==> src/rtl/irq_source_ctrl.sv <==
// Purpose: edge-detecting, maskable, fixed-priority interrupt source controller for one core interrupt line.
// Latency: source edge to interrupter 2 cycles; register read data 1 cycle after reg_ren.
// Backpressure: none; requests stay pending until acked or cleared, and one request is held off until ERET.
module irq_source_ctrl #(
  parameter int N_SRC = 8
) (
  input  logic             clk,
  input  logic             rst,
  input  logic [N_SRC-1:0] irq_src,
  output logic             interrupter,
  input  logic             ir,
  input  logic             jump_en,
  input  logic             reg_ren,
  input  logic             reg_wen,
  input  logic [1:0]       reg_addr,
  input  logic [31:0]      reg_din,
  output logic [31:0]      reg_dout,
  output logic             busy
);

  localparam logic [1:0] ADDR_PENDING = 2'd0;
  localparam logic [1:0] ADDR_MASK    = 2'd1;
  localparam logic [1:0] ADDR_CLEAR   = 2'd2;
  localparam logic [1:0] ADDR_CAUSE   = 2'd3;

  typedef enum logic [1:0] {
    ST_IDLE    = 2'd0,
    ST_REQ     = 2'd1,
    ST_SERVICE = 2'd2
  } state_e;

  state_e             state_q, state_d;
  logic [N_SRC-1:0]   prev_q, prev_d;
  logic [N_SRC-1:0]   pending_q, pending_d;
  logic [N_SRC-1:0]   mask_q, mask_d;
  logic               cause_vld_q, cause_vld_d;
  logic [3:0]         cause_id_q, cause_id_d;
  logic [31:0]        dout_q, dout_d;
  logic               irq_q, irq_d;
  logic               busy_q, busy_d;

  logic [N_SRC-1:0]   rise;
  logic [N_SRC-1:0]   clr;
  logic [N_SRC-1:0]   eligible;
  logic [N_SRC-1:0]   lowest;
  logic [N_SRC-1:0]   ack_bit;
  logic [3:0]         sel;
  logic [31:0]        cause_word;
  logic [31:0]        pending_word;
  logic [31:0]        mask_word;

  assign interrupter = irq_q;
  assign busy        = busy_q;
  assign reg_dout    = dout_q;

  // Priority pick: lowest-index eligible source, both as an index and one-hot.
  always_comb begin
    eligible = pending_q & mask_q;
    sel      = 4'd0;
    lowest   = '0;
    for (int i = N_SRC - 1; i >= 0; i--) begin
      if (eligible[i]) begin
        sel       = 4'(i);
        lowest    = '0;
        lowest[i] = 1'b1;
      end
    end
  end

  // Request FSM: raise, take on ir, hold off until ERET, withdraw if nothing is eligible.
  always_comb begin
    state_d     = state_q;
    ack_bit     = '0;
    cause_vld_d = cause_vld_q;
    cause_id_d  = cause_id_q;
    case (state_q)
      ST_IDLE: begin
        if (|eligible) state_d = ST_REQ;
      end
      ST_REQ: begin
        if (ir) begin
          // ack_bit is empty if the source vanished the same cycle the core took it.
          state_d     = ST_SERVICE;
          cause_vld_d = 1'b1;
          cause_id_d  = sel;
          ack_bit     = lowest;
        end else if (!(|eligible)) begin
          state_d = ST_IDLE;
        end
      end
      ST_SERVICE: begin
        if (jump_en && !ir) begin
          state_d     = ST_IDLE;
          cause_vld_d = 1'b0;
        end
      end
      default: state_d = ST_IDLE;
    endcase
    irq_d  = (state_d == ST_REQ);
    busy_d = (state_d == ST_SERVICE);
  end

  // Edge detect, pending set/clear, mask write and registered read mux.
  always_comb begin
    prev_d = irq_src;
    rise   = irq_src & ~prev_q;
    clr    = '0;
    mask_d = mask_q;
    if (reg_wen && reg_addr == ADDR_CLEAR) clr    = reg_din[N_SRC-1:0];
    if (reg_wen && reg_addr == ADDR_MASK)  mask_d = reg_din[N_SRC-1:0];
    // A new edge wins over a clear or an ack on the same bit.
    pending_d = (pending_q & ~clr & ~ack_bit) | rise;

    pending_word = 32'(pending_q);
    mask_word    = 32'(mask_q);
    cause_word   = {cause_vld_q, 27'd0, cause_id_q};

    // Reads see pre-edge state, so a same-cycle MASK write returns the old mask.
    dout_d = dout_q;
    if (reg_ren) begin
      case (reg_addr)
        ADDR_PENDING: dout_d = pending_word;
        ADDR_MASK:    dout_d = mask_word;
        ADDR_CAUSE:   dout_d = cause_word;
        default:      dout_d = 32'd0;
      endcase
    end
  end

  // State registers; reset clears everything immediately and drops any request.
  always_ff @(posedge clk or negedge rst) begin
    if (!rst) begin
      state_q     <= ST_IDLE;
      prev_q      <= '0;
      pending_q   <= '0;
      mask_q      <= '0;
      cause_vld_q <= 1'b0;
      cause_id_q  <= 4'd0;
      dout_q      <= 32'd0;
      irq_q       <= 1'b0;
      busy_q      <= 1'b0;
    end else begin
      state_q     <= state_d;
      prev_q      <= prev_d;
      pending_q   <= pending_d;
      mask_q      <= mask_d;
      cause_vld_q <= cause_vld_d;
      cause_id_q  <= cause_id_d;
      dout_q      <= dout_d;
      irq_q       <= irq_d;
      busy_q      <= busy_d;
    end
  end

endmodule

==> config.mk <==
export PLATFORM = sky130hd
export DESIGN_NAME = irq_source_ctrl
export DESIGN_NICKNAME = d
export VERILOG_FILES = /design/src/rtl/irq_source_ctrl.sv
export SDC_FILE = /design/constraint.sdc
export NUM_CORES = 1
export LEC_CHECK = 0
export ABC_CLOCK_PERIOD_IN_PS = 4100
export CAP_MARGIN = 0
export CORE_ASPECT_RATIO = 1.4
export CORE_UTILIZATION = 45
export DETAILED_ROUTE_END_ITERATION = 16
export GPL_TIMING_DRIVEN = 0
export PLACE_DENSITY = 0.84
export SKIP_LAST_GASP = 1
export SLEW_MARGIN = 20
export SYNTH_ARGS = -nofsm -noshare
export SYNTH_HDL_FRONTEND = slang
export SYNTH_SLANG_ARGS = --single-unit
==> constraint.sdc <==
create_clock -name clk -period 4.1 [get_ports clk]
set_input_delay 0.82 -clock clk [delete_from_list [all_inputs] [get_ports clk]]
set_output_delay 0.82 -clock clk [all_outputs]
set_load 0.01 [all_outputs]
==> out/results.ini, run 1 <==
[synthesis]
ys_ff_latch=41
ys_warn_count=0
synth-simple-area-share_pct=11.6
synthFlopType=dfrtp_1
synthCells=182
synth.most_common_cell=dfrtp_1
synth-xor-area-share_pct=0
synth_top_family_by_area=compound AO/OA/AOI/OAI gates
synth_commonest_cells=dfrtp_1 (41), nand2_1 (24), buf_4 (23), inv_1 (14), mux2_2 (10)
yosysSeqAreaShare_pct=53.3
synth.area.mux_share_pct=8.45
synth_compound_gate_area_share_pct=13.8
synth_top_area_share_pct=53.3
ys_types=28
synth_fa_ha_area_share_pct=0
synth_edf_count=0
synth_area_per_cell_um2=10.6
synth_area_um2=1920
synth_area_leaders=dfrtp_1 (53%), buf_4 (9.0%), mux2_2 (5.9%)
yosysTopAreaCell=dfrtp_1
ys_async_sr_fraction_pct=100

[min_path]
hold_path.class=flip-flop to flip-flop

[power_and_ir_drop]
switchingPower_mw=0.333
pwr-share-seq_pct=50.7
power_frac_comb_pct=27.5
pwr-share-clk_pct=21.8
p_int_mw=0.781
ir_worst_vdd_mv=0.247
p_per_area_nw_per_um2=447
p_leak_nw=1.17
sw_frac_of_total_pct=29.9

[floorplan]
fp.dieH_um=79.4
core.rowCount=27
start_util_pct=47.9
io_pins=82
die_area_um2=4550
die_w_um=57.3
core-area_um2=4020

[timing]
rsz0062_at_grt=false
period_needed_ps=2230
finalMaxSlewViolations=0
period_share_pct=54.4
setup_viol=0
setup_tns_ps=0
fin_skew_ps=3.39
tightest_slew_ps=604
hold_violations=0
slew-limit-headroom_pct=59.7
fmax_mhz=448

[run_status]
violations=DRC
status=finished, violations left

[routing]
wl_mm=3.54
antenna_left=0
drc=7
viasPerCell=5.02
drtIter0Drc=70
first_pass_iters=10
wl_per_cell_um=12.2
num_vias=1451

[clock_tree]
post_cts_buffers=0
cts_hold_buf=0
clkSinkCount=41
clk_pin_slew_ps=70
ctsLongestPathBuffers=2
ctsResizeCount=0
cts_tree=yes
htreeDepth=2
cts_root_buffer=clkbuf_8
cts_made_buffers=5
clk_latency_ps=290

[placement]
placed_area_um2=2410
gp_congestion=0.804
port_buffers=33
hpwlAfterDp_mm=2.71

[cells_and_area]
antennaDiodeCount=0
area_delta_synth_final_pct=29.6
stdcell_area_um2=2490
fill_cells=347
nets=293
drive_gt1_share_pct=17.1

[global_route]
grt_remaining_overflow=0
grt_pass1_wl_mm=5.95
grt_max_degree=22
grt_pass1_vias=1328
grt_use_total_pct=17.5
antenna_found_initial=0

[job]
maxCapViolations=0

[critical_path]
start_kind=input pin
critPathCaptureType=flip-flop
critPathMaxFanout=9
worstSetupPathType=input pin to flip-flop
arrival_ps=2410
cp.required_ps=4280

==> metrics by stage <==
stage	power [mW]	utilization [%]	setup WS, ps	instances	hold slack [ps]
after global placement	0.861	59.5	1240	280	407
after global routing	1.19	62.0	1780	289	437
after floorplan	0.746	-	2280	204	400
after CTS	1.12	62.0	1880	289	416
after detailed placement	0.877	60.0	1570	281	406
final	1.11	62.0	1870	289	415
==> layout make-up <==
| class | count | area, um2 | share of cell area, % |
|---|---|---|---|
| Buffer | 27 | 189 | 7.58 |
| Inverter | 14 | 52.6 | 2.11 |
| Sequential cell | 41 | 1030 | 41.1 |
| Timing Repair Buffer | 34 | 353 | 14.1 |
| Tap cell | 43 | 53.8 | 2.16 |
| Multi-Input combinational cell | 122 | 739 | 29.7 |
| Clock buffer | 8 | 80.1 | 3.21 |
==> critical path, cell delays in order <==
cell and delay [ps]:
clkdlybuf4s50_1 520, nand3b_1 280, and3b_2 390, nand4_1 120
a32o_1 270
==> cells by family after synthesis <==
kind of cell	after synthesis
simple gates	46
flops	41
compound gates	38
mux	15
buf+inv	41
other cells	1
==> worst paths after layout <==
| kind | start | endpoint | depth (start not counted) | slack [ps] |
|---|---|---|---|---|
| setup / recovery | ir | pending_q[5] | 5 | 1870 |
| hold / removal | prev_q[0] | pending_q[0] | 1 | 410 |
| setup reg to reg | state_q[1] | pending_q[5] | 4 | 2430 |
| hold reg to reg | prev_q[0] | pending_q[0] | 1 | 410 |
| max in group asynchronous | rst | reg_dout[3] | 2 | 3140 |
| min in group asynchronous | rst | mask_q[0] | 1 | 490 |
==> metal layers <==
layer | share of wire (%) | wire, um | GRT usage (%) | vias up
li1 | - | - | - | 719
met5 | 0 | 0 | 0 | -
met2 | 53 | 1860 | 30.1 | 55
met3 | 6.2 | 220 | 3.24 | 6
met4 | 2.1 | 74 | 11.0 | 0
met1 | 39 | 1380 | 19.6 | 671
==> placed cells by master (no fill, tap or decap), drive strengths merged <==
| cell | n |
|---|---|
| o22ai | 5 |
| nand2 | 24 |
| inv | 14 |
| dfrtp | 41 |
| and2 | 1 |
| a32o | 7 |
| nand3 | 5 |
| buf | 26 |
| o21a | 2 |
| a22oi | 5 |
| nand4 | 3 |
| clkbuf | 11 |
| conb | 23 |
| o21ai | 5 |
| a31oi | 1 |
| and3b | 3 |
| nand3b | 3 |
| a21oi | 9 |
| nand2b | 2 |
| nor2 | 4 |
| mux2 | 10 |
| nor2b | 1 |
| mux2i | 5 |
| o211ai | 1 |
| clkdlybuf4s50 | 32 |
| a22o | 1 |
| a222oi | 2 |
==> registers in the layout, summed over array words and instances (netlist names) <==
register / count
interrupter: 1
state_q: 2
cause_vld_q: 1
cause_id_q: 3
busy: 1
prev_q: 8
mask_q: 8
reg_dout: 9
pending_q: 8
==> power by group through the flow <==
stage	Sequential, mW	Combinational, mW	Clock [mW]
floorplan	0.564	0.182	0
global placement	0.565	0.296	0
detailed placement	0.572	0.306	0
CTS	0.564	0.307	0.253
global route	0.577	0.338	0.272
finish	0.565	0.306	0.243
Note: power is estimated with default switching activity, not from simulation.
==> inputs of run 2 (changes only) <==
--- a/config.mk
+++ b/config.mk
@@ -5,13 +5,13 @@
 export SDC_FILE = /design/constraint.sdc
 export NUM_CORES = 1
 export LEC_CHECK = 0
-export ABC_CLOCK_PERIOD_IN_PS = 4100
+export ABC_CLOCK_PERIOD_IN_PS = 1800
 export CAP_MARGIN = 0
 export CORE_ASPECT_RATIO = 1.4
-export CORE_UTILIZATION = 45
+export CORE_UTILIZATION = 38
 export DETAILED_ROUTE_END_ITERATION = 16
 export GPL_TIMING_DRIVEN = 0
-export PLACE_DENSITY = 0.84
+export PLACE_DENSITY = 0.76
 export SKIP_LAST_GASP = 1
 export SLEW_MARGIN = 20
 export SYNTH_ARGS = -nofsm -noshare
==> constraint.sdc (replaced) <==
create_clock -name clk -period 1.8 [get_ports clk]
set_input_delay 0.36 -clock clk [delete_from_list [all_inputs] [get_ports clk]]
set_output_delay 0.36 -clock clk [all_outputs]
set_load 0.01 [all_outputs]
==> out/results.ini, run 2 (synthesis gave the netlist of run 1 again) <==
[clock_tree]
clk_latency_ps=290
cts_tree=yes
clk_pin_slew_ps=70
cts_made_buffers=5
cts_root_buffer=clkbuf_8
htreeDepth=2
ctsLongestPathBuffers=2
clkSinkCount=41

[power_and_ir_drop]
sw_frac_of_total_pct=30.0
p_int_mw=1.80
pwr-share-clk_pct=21.9
pwr-share-seq_pct=49.9
switchingPower_mw=0.773
ir_worst_vdd_mv=0.549
p_leak_nw=1.18
p_per_area_nw_per_um2=1010
power_frac_comb_pct=28.3

[critical_path]
crit_cells=5
critPathMaxFanout=7
crit_path_cell_trace=clkdlybuf4s50_1 -> nand3b_1 -> and3b_2 -> nand4_1 -> a32o_1
start_kind=input pin
reg2regPathDepth=4
crit_family=simple AND/OR/NAND/NOR gates
crit_buf_inv=1
r2r_start=pending_q[2]
critical-path-slowest-cell=clkdlybuf4s50_1
rrSetupSlack_ps=110
r2r-end=pending_q[5]
arrival_ps=1870
cp.required_ps=1980
critPathCaptureType=flip-flop
cpPeakStageDelay_ps=520
worstSetupPathType=input pin to flip-flop

[min_path]
hold_depth=1
hold_path.class=flip-flop to flip-flop
holdPathEnd=pending_q[0]
min-delay-start=prev_q[0]

[cells_and_area]
final_common_cell=dfrtp_1
drive_gt1_share_pct=18.0
antennaDiodeCount=0
final_cell_mix=dfrtp_1 (41), clkdlybuf4s50_1 (32), buf_4 (26)
fin_cells=314
largest_reg_flops=9
nets=297
area_delta_synth_final_pct=32.2

[global_route]
grt_most_used_layer=met2
grt_remaining_overflow=0
grt_pass1_vias=1358
grtUsageMet2_pct=28.6
use_met1_pct=15.0
antenna_found_initial=0
grt_pass1_wl_mm=6.10
grt_use_total_pct=14.8
grt_max_degree=27
grt_util_met3_pct=3.55

[timing]
period_needed_ps=1690
fin_skew_ps=4.50
fmax_mhz=592
slew-limit-headroom_pct=61.0
period_share_pct=93.9
rsz0062_at_grt=false
hold_violations=0
finalMaxSlewViolations=0
setup_viol=0
tightest_slew_ps=586
layout_setup_ws_ps=110

[placement]
dpl_worst_slack_ps=-238
port_buffers=33
gp_congestion=0.771
hpwlAfterDp_mm=2.77
dp_cells=302

[routing]
drc=0
drtIter0Drc=29
wl_per_cell_um=11.8
wl_mm=3.71
antenna_left=0
first_pass_iters=6
num_vias=1481
viasPerCell=4.72

[floorplan]
die_w_um=62.1
core.rowCount=30
start_util_pct=39.7
fp.dieH_um=86.2
core-area_um2=4840
die_area_um2=5360
io_pins=82

[run_status]
status=completed

[job]
maxCapViolations=0

## run 2: cell type report
| cell class | instances | area, um2 |
|---|---|---|
| tap | 64 | 80.1 |
| sequential | 41 | 1030 |
| clock buffer | 8 | 80.1 |
| buffer | 27 | 189 |
| inverter | 14 | 52.6 |
| timing repair buffer | 38 | 378 |
| multi-input combinational | 122 | 739 |
| fill | 449 | 2300 |
## run 2: through the flow
stage | hold WS, ps | total power, mW | instance area, um2 | TNS, ps | utilization (%)
2_1_floorplan | 64.4 | 1.70 | 2010 | 0 | -
3_3_place_gp | 407 | 1.97 | 2420 | -27640 | 49.9
3_5_place_dp | 301 | 1.99 | 2430 | -1610 | 50.2
4_1_cts | 445 | 2.56 | 2520 | 0 | 52.1
5_1_grt | 476 | 2.73 | 2540 | 0 | 52.6
6_report | 442 | 2.57 | 2540 | 0 | 52.6
## run 2: timing repair
action | CTS | global route
hold endpoints to repair | 15 | 0
endpoints found under the setup margin | 0 | 1
buffers inserted | 0 | 3
resized for setup | 0 | 0
hold buffers | 1 | 0
## run 2: layer usage
metal  wire length [um]  up-vias
met5                  0        -
met4                 67        0
met3                161        5
met2               2020       47
met1               1460      704
li1                   -      725
## run 2: power by group through the flow
stage | sequential (mW) | clock (mW) | combinational [mW]
after floorplan | 1.28 | 0 | 0.415
after global placement | 1.29 | 0 | 0.678
after detailed placement | 1.30 | 0 | 0.697
after CTS | 1.28 | 0.578 | 0.703
after global routing | 1.31 | 0.623 | 0.801
final | 1.28 | 0.563 | 0.728
## run 2: worst max-delay path by stage
stage | end | start | slack, ps
after floorplan | pending_q[5] | pending_q[3] | 330
after CTS | pending_q[5] | ir | 40
after detailed placement | pending_q[5] | ir | -240
after global placement | prev_q[6] | rst | -640
after global routing | reg_dout[1] | reg_addr[0] | 60
final | pending_q[5] | ir | 110
